[config.mk]
export PLATFORM = sky130hd
export DESIGN_NAME = tdc_power_sequencer
export DESIGN_NICKNAME = d
export VERILOG_FILES = /design/src/rtl/tdc_power_sequencer.sv
export SDC_FILE = /design/constraint.sdc
export NUM_CORES = 1
export LEC_CHECK = 0
export ABC_AREA = 0
export BUFFER_PORTS_ARGS = -buffer_cell sky130_fd_sc_hd__clkbuf_2
export CORE_MARGIN = 1
export CORE_UTILIZATION = 55
export CTS_CLUSTER_SIZE = 24
export DETAILED_ROUTE_END_ITERATION = 8
export PLACE_DENSITY = 0.86
export SLEW_MARGIN = 40
export SYNTH_ARGS = -nofsm -noshare
export SYNTH_HDL_FRONTEND = slang
export SYNTH_SLANG_ARGS = --single-unit
[constraint.sdc]
create_clock -name clk -period 4.4 [get_ports clk]
set_clock_uncertainty 0.1 [all_clocks]
set_input_delay 0.88 -clock clk [delete_from_list [all_inputs] [get_ports clk]]
set_output_delay 0.88 -clock clk [all_outputs]
set_load 0.05 [all_outputs]
[src/rtl/tdc_power_sequencer.sv]
// -----------------------------------------------------------------------------
// tdc_power_sequencer
//
// Power-up and soft-reset sequencer for N_CH TDC front-ends, controlled by
// UART command bytes. After reset it holds the TDC enable low for OFF_CYCLES,
// then raises it and waits BOOT_CYCLES for the TDCs to boot. Next it drives a
// RST_PULSE_CYCLES soft-reset pulse on the channels selected by ch_mask, and
// finally reports ready. It also holds the go_home and pause level flags
// that the motion and readout blocks consume.
//
// Command bytes (decoded only while no mask byte is expected):
//   "d" power-cycle from any state    "r" re-pulse soft reset (READY only)
//   "h"/"c" set/clear go_home         "s"/"p" set/clear pause
//   "m" the next strobed byte is taken raw as the channel mask
//
// Ports
//   clk          in   1     clock
//   rst          in   1     synchronous, active-high reset
//   rx_data      in   8     UART byte, valid only with new_rx_data
//   new_rx_data  in   1     one-cycle strobe: rx_data holds a new byte
//   tdc_enable   out  N_CH  TDC enable, all bits identical, registered
//   soft_reset   out  N_CH  soft-reset pulse gated per channel by ch_mask
//   ready        out  1     sequence complete, TDCs usable
//   go_home      out  1     request motion home (level)
//   pause        out  1     pause acquisition (level)
//   ch_mask      out  N_CH  current soft-reset channel mask
// -----------------------------------------------------------------------------
module tdc_power_sequencer #(
  parameter int N_CH             = 6,
  parameter int OFF_CYCLES       = 1000,
  parameter int BOOT_CYCLES      = 2000000,
  parameter int RST_PULSE_CYCLES = 4,
  parameter int CNT_W            = 21
) (
  input  logic            clk,
  input  logic            rst,
  input  logic [7:0]      rx_data,
  input  logic            new_rx_data,
  output logic [N_CH-1:0] tdc_enable,
  output logic [N_CH-1:0] soft_reset,
  output logic            ready,
  output logic            go_home,
  output logic            pause,
  output logic [N_CH-1:0] ch_mask
);

  typedef enum logic [1:0] {
    S_OFF,
    S_BOOT,
    S_SRST,
    S_READY
  } state_t;

  localparam logic [7:0] CMD_DOWN       = 8'h64;  // "d"
  localparam logic [7:0] CMD_REPULSE    = 8'h72;  // "r"
  localparam logic [7:0] CMD_HOME_SET   = 8'h68;  // "h"
  localparam logic [7:0] CMD_HOME_CLR   = 8'h63;  // "c"
  localparam logic [7:0] CMD_PAUSE_SET  = 8'h73;  // "s"
  localparam logic [7:0] CMD_PAUSE_CLR  = 8'h70;  // "p"
  localparam logic [7:0] CMD_MASK       = 8'h6D;  // "m"

  // The counter starts at 0 on every state entry, so a phase of N cycles
  // ends when the counter reaches N-1.
  localparam logic [CNT_W-1:0] OFF_LAST  = CNT_W'(OFF_CYCLES - 1);
  localparam logic [CNT_W-1:0] BOOT_LAST = CNT_W'(BOOT_CYCLES - 1);
  localparam logic [CNT_W-1:0] SRST_LAST = CNT_W'(RST_PULSE_CYCLES - 1);

  state_t           state;
  state_t           state_next;
  logic [CNT_W-1:0] counter;
  logic [CNT_W-1:0] counter_next;
  logic             mask_pending;
  logic             mask_pending_next;
  logic [N_CH-1:0]  mask_next;
  logic             go_home_next;
  logic             pause_next;
  logic [N_CH-1:0]  tdc_enable_next;
  logic [N_CH-1:0]  soft_reset_next;
  logic             ready_next;

  always_ff @(posedge clk) begin
    if (rst) begin
      state        <= S_OFF;
      counter      <= '0;
      mask_pending <= 1'b0;
      ch_mask      <= '1;
      go_home      <= 1'b0;
      pause        <= 1'b0;
      tdc_enable   <= '0;
      soft_reset   <= '0;
      ready        <= 1'b0;
    end else begin
      state        <= state_next;
      counter      <= counter_next;
      mask_pending <= mask_pending_next;
      ch_mask      <= mask_next;
      go_home      <= go_home_next;
      pause        <= pause_next;
      tdc_enable   <= tdc_enable_next;
      soft_reset   <= soft_reset_next;
      ready        <= ready_next;
    end
  end

  // Phase timing first, then command decode, so that a command byte
  // overrides a phase transition landing in the same cycle. Outputs are
  // derived from the next state and next mask, which lets the registered
  // outputs line up exactly with the state they describe.
  always_comb begin
    state_next        = state;
    counter_next      = counter + CNT_W'(1);
    mask_pending_next = mask_pending;
    mask_next         = ch_mask;
    go_home_next      = go_home;
    pause_next        = pause;

    case (state)
      S_OFF: begin
        if (counter == OFF_LAST) begin
          state_next   = S_BOOT;
          counter_next = '0;
        end
      end
      S_BOOT: begin
        if (counter == BOOT_LAST) begin
          state_next   = S_SRST;
          counter_next = '0;
        end
      end
      S_SRST: begin
        if (counter == SRST_LAST) begin
          state_next   = S_READY;
          counter_next = '0;
        end
      end
      S_READY: begin
        counter_next = '0;
      end
      default: begin
        state_next   = S_OFF;
        counter_next = '0;
      end
    endcase

    if (new_rx_data) begin
      if (mask_pending) begin
        // Byte following "m" is mask data, never a command.
        mask_next         = rx_data[N_CH-1:0];
        mask_pending_next = 1'b0;
      end else begin
        case (rx_data)
          CMD_DOWN: begin
            state_next   = S_OFF;
            counter_next = '0;
            go_home_next = 1'b0;
          end
          CMD_REPULSE: begin
            if (state == S_READY) begin
              state_next   = S_SRST;
              counter_next = '0;
            end
          end
          CMD_HOME_SET:  go_home_next      = 1'b1;
          CMD_HOME_CLR:  go_home_next      = 1'b0;
          CMD_PAUSE_SET: pause_next        = 1'b1;
          CMD_PAUSE_CLR: pause_next        = 1'b0;
          CMD_MASK:      mask_pending_next = 1'b1;
          default: ;
        endcase
      end
    end

    tdc_enable_next = {N_CH{state_next != S_OFF}};
    soft_reset_next = (state_next == S_SRST) ? mask_next : '0;
    ready_next      = (state_next == S_READY);
  end

endmodule

* Word-level counts from Yosys, hierarchy flattened
Cells that the tools add are included.
** Storage, ports and cells
- Bits in registers :: 40
- Latch bits :: 0
- Memory bits (writable) :: 0
- Memory bits (read-only) :: 0
- Bits of input ports :: 11
- Output and inout port bits :: 21
- Logic and storage cells :: 57
- Memories :: 0
** Operators by class
- Add/subtract/negate cells :: 1
- Multipliers :: 0
- Div/mod/pow operators :: 0
- $lt $le $gt $ge :: 0
- Equality and inequality tests :: 15
- Shift-type cells :: 0
- Multiplexer cells :: 22
- Bitwise gates (word level) :: 2
- Reductions and logical operators :: 8
** Operators with widths (count)
- two-way mux 21 bit :: 6
- case mux 21 bit (4 select lines) :: 1
- == test 8 x 7 -> 1 bit, second input constant :: 7
- case mux 21 bit (2 select lines) :: 1
- adder 21 x 1 -> 21 bit, second input constant :: 1
- == test 21 x 10 -> 1 bit, second input constant :: 1
- == test 21 x 2 -> 1 bit, second input constant :: 1
- == test 21 bit, second input constant :: 1
- two-way mux 2 bit :: 6
- two-way mux 6 bit :: 2
- == test 2 bit, second input constant :: 4
- case mux 2 bit (3 select lines) :: 1
- AND reduction 3 bit :: 2
- nonzero test 2 bit :: 3
- case mux 1 bit (2 select lines) :: 2
- case mux 2 bit (2 select lines) :: 1
- OR reduction 2 bit :: 2
- == test 2 x 1 -> 1 bit, second input constant :: 1
- logical NOT 2 bit :: 1
- two-way mux 1 bit :: 2
- NOT 1 bit :: 2

* Depth between registers and ports, before layout
- Depth after elaboration :: 10
- Gate-level depth with buffers :: 7
- Depth with buffers taken out :: 6

* Worst setup path after synthesis
No wires, ideal clock.
- Path type :: input to register
- Start :: input rx_data[7]
- End :: register counter[10]
- Setup time :: 132 ps
- Arrival time :: 1934 ps
- Data required time :: 4168 ps
- Path slack :: 2234 ps
- Stages on the path :: 6
- Path buffers :: 1
- Cell sequence :: nand4b_1 > nor4_1 > nand2_1 > nand2b_1 > clkbuf_1 > nor3_1
** On the way
- Longest elaborated chain between the ends :: 4
- Elaborated cells between the ends (all ways) :: 5
- Those cells by class :: eq/ne (2); mux (3)
** Ends and longest elaborated chain
- start, declared :: RTL line 37 : input logic [7:0] rx_data,
- == test 8 x 7 -> 1 bit :: RTL line 151 : case (rx_data)
- case mux 21 bit (2 select lines) * :: RTL line 151
- two-way mux 21 bit * :: RTL line 146 : if (mask_pending) begin
- two-way mux 21 bit * :: RTL line 145 : if (new_rx_data) begin
- end signal, assigned :: RTL line 94 : counter <= counter_next;
- end, declared :: RTL line 70 : logic [CNT_W-1:0] counter;
Every way passes the cells marked *; elsewhere a longest branch is shown, timed or not.
A chain may end at the register's enable or synchronous reset.

* Worst setup path after layout
- Start :: input rx_data[7]
- End :: register, netlist name tdc_enable[0]
** On the way
- Longest elaborated chain between the ends :: 5
- Elaborated cells between the ends (all ways) :: 6
- Those cells by class :: eq/ne (2); mux (3); reduce/logical (1)
** Ends and longest elaborated chain
- == test 8 x 7 -> 1 bit :: RTL line 151
- case mux 2 bit (2 select lines) * :: RTL line 151
- two-way mux 2 bit * :: RTL line 146
- two-way mux 2 bit * :: RTL line 145
- nonzero test 2 bit * :: RTL line 173 : tdc_enable_next = {N_CH{state_next != S_OFF}};
Marked as above.

==> results.md <==
- Status: finished, final reports clean
- Combinational share of power: 0.038
- Tot Pwr: 638 uW
- Reg2Reg Launch Point: counter[0]
- GRT Overall Usage: 0.213
- Layout cell share with drive strength beyond 1: 0.228
- Post-Route WL: 3440 um
- Initial Util: 0.590
- Area occupied by multi-input gates: 957 sq um
- Hold Slack: 0.421 ns
- Final instance area: 0.00207 sq mm
- Number of global-route vias before repair: 1,279
- Mapped Nets: 210
- Setup WS pre-CTS: 1.72 ns
- ANT cells: 0
- Cell taking the most area after synthesis: dfxtp_1
- Clock tree buffer depth: 2
- Core area: 0.00313 sq mm
- Register area: 801 sq um
- Flip-flop and latch count after synthesis: 40
- Setup crit end kind: flop
- Initial antenna violation count: 0
- Port Buf Inserts: 31
- Pin count of the biggest net entering global routing: 24
- Cell area after placement: 0.00198 sq mm
- CP arrival: 2.27 ns
- Via count: 1,484
- DRC: 0
- Die area: 0.00359 sq mm
- PnR worst setup slack: 2.24 ns
- Synthesized instance count: 198
- Met2 Usage GRT: 0.344
- P_int: 496 uW
- DR WL/cell: 12.8 um
- Most common cell in the netlist: dfxtp_1
- CTS buffer count: 5
- Min-delay worst type: flop to flop
- Die H: 59.9 um
- Gpl congestion: 0.830
- Synth async-reset ratio: 0
- Worst Setup Path Type: input port to flop
- Register area share after synthesis: 0.434
- Max_cap viols: 0
- CTS Sinks: 40
- Synth top area cells: dfxtp_1 (43%), nor3_1 (7.3%), xor2_1 (5.7%)
- # IOs: 32
- Sequential share of power: 0.576
- Clock share of power: 0.386
- First-pass GRT wire length: 5660 um
- Synth cell count leaders: dfxtp_1 (40), nor3_1 (27), nand2_1 (12), xor2_1 (12), nand2b_1 (11)
- Post-CTS Setup Inserts: 0
- Mean Syn Cell Area: 9.31 sq um
- Final Cycle Share: 0.490
- Post-layout min period: 2.16 ns
- Congestion Overflow GR: 0
- Worst path bufs/invs: 1
- CTS Hold Buffers Added: 0
- RSZ-0062 raised after global routing: false
- CP max-delay cell: a211o_1
- Root buffer cell: clkbuf_4
- Max-slew headroom: 0.584
- Dpl cells: 260
- Gr busiest metal: met2
- Measured slew at the worst slew-check pin: 0.619 ns
- Fin cells: 268
- Mapped Area: 0.00184 sq mm
- Final setup vio count: 0
- # nets final: 235
- Hold_sp: counter[0]
- Util after Layout: 0.661
- Fmax: 464 MHz
- CP cell instances: clkbuf_2 -> nand4b_1 -> nor4_1 -> a211o_1 -> o21ai_0
- Die X: 59.9 um
- CP Max Fanout: 9
- Filler cells: 252
- Sw frac: 0.223
- Primary FF master, synth: dfxtp_1
- Sw Pwr: 142 uW
- Flop2flop setup slack: 2.25 ns
- Leakage: 0.786 nW
- Area added between synthesis and finish: 12.1%
- Type of origin of the critical path: input port
- Cell variety after synth: 42
- Reg clk slew, reported paths: 0.12 ns
- Peak VDD IR: 0.264 mV
- Post-synth EDFFs: 0
- Setup_tns: 0 ns
- Reg-to-reg critical path endpoint: ready
- Starting DRT DRC Count: 63
- Critical path's largest stage delay: 0.49 ns
- Worst Reg-to-Reg Cells: 6
- Vias per inst: 5.54
- Pre-antenna DRT Iters: 4
- Share of the synthesized area in the top cell type: 0.434
- Max Slew Vio Count: 0
- Worst skew pair latency: 0.35 ns
- Cell Rows: 20
- Cells on Worst Hold Path: 1
- CTS tree: built
- H-tree depth: 2
- GR Layer Usage met1: 0.270
- Largest delay share family, worst path: simple AND/OR/NAND/NOR gates
- Ys Warns: 0
- P per Cell Area: 309 mW/mm^2
- Post-CTS Resized: 0
- M3 GR Usage: 0.0455
- Worst path required time: 4.52 ns
- Post-DP HPWL: 2480 um
- Hold EP: counter[0]
- Fin. Hold Viols: 0
- Post-DRT Antenna Nets: 0
[state kept, by name, indices dropped and copies added, names as in the netlist]
name          flops
ch_mask           6
counter          21
go_home           1
mask_pending      1
pause             1
ready             1
soft_reset        6
state             2
tdc_enable        1
[area by class of cell]
cell class	count	share of cell area
clock buffers	5	0.0182
clock inverters	3	0.0224
inverters	4	0.00726
multi-input cells	141	0.463
flip-flops and latches	40	0.387
well taps	44	0.0266
repair buffers	31	0.0751
[worst max path at each step]
stage / from / cells after the start / endpoint
detailed placement: rx_data[7] / 6 / tdc_enable[0]
CTS: rx_data[7] / 6 / tdc_enable[0]
finish: rx_data[7] / 5 / tdc_enable[0]
floorplan: rx_data[7] / 6 / counter[10]
global placement: rx_data[7] / 6 / tdc_enable[0]
global route: counter[0] / 6 / counter[20]
[layout by cell type, fill, tap and decap left out, types with 2 or more instances in the layout]
cell type	netlist	routed
nor2b_1	2	2
nor4_1	4	3
mux2i_1	6	6
nor3_2	5	5
xor2_1	12	12
nor3_1	27	27
nand3_1	6	6
nand4_1	8	8
o21ai_0	2	2
clkbuf_4	0	5
nand2_1	12	12
inv_1	4	4
clkbuf_2	1	31
nor4b_1	2	2
nor2_1	9	9
a21oi_1	3	3
nand4b_1	2	2
xnor2_1	7	7
dfxtp_1	40	40
nand2b_1	11	10
a31oi_1	3	3
nor3b_1	2	2
or3_1	2	2
[power groups by stage]
stage / combinational [mW] / sequential, mW / clock [mW]
finish: 0.0240 / 0.368 / 0.247
global route: 0.0267 / 0.369 / 0.269
CTS: 0.0237 / 0.368 / 0.255
detailed placement: 0.0235 / 0.376 / 0
global placement: 0.0232 / 0.375 / 0
floorplan: 0.0147 / 0.374 / 0
[metal layers]
layer,vias to the layer above,share of wire
met5,-,0
met4,0,0.016
met3,7,0.040
met2,38,0.46
met1,677,0.48
li1,762,-
[kinds of logic after synthesis]
family	share of synthesized area
compound gates	0.0570
xor+xnor	0.0902
fa+ha+maj	0.00678
buf+inv	0.0516
flops	0.434
mux	0.0326
simple gates	0.328
Note: power is estimated with default switching activity, not from simulation.
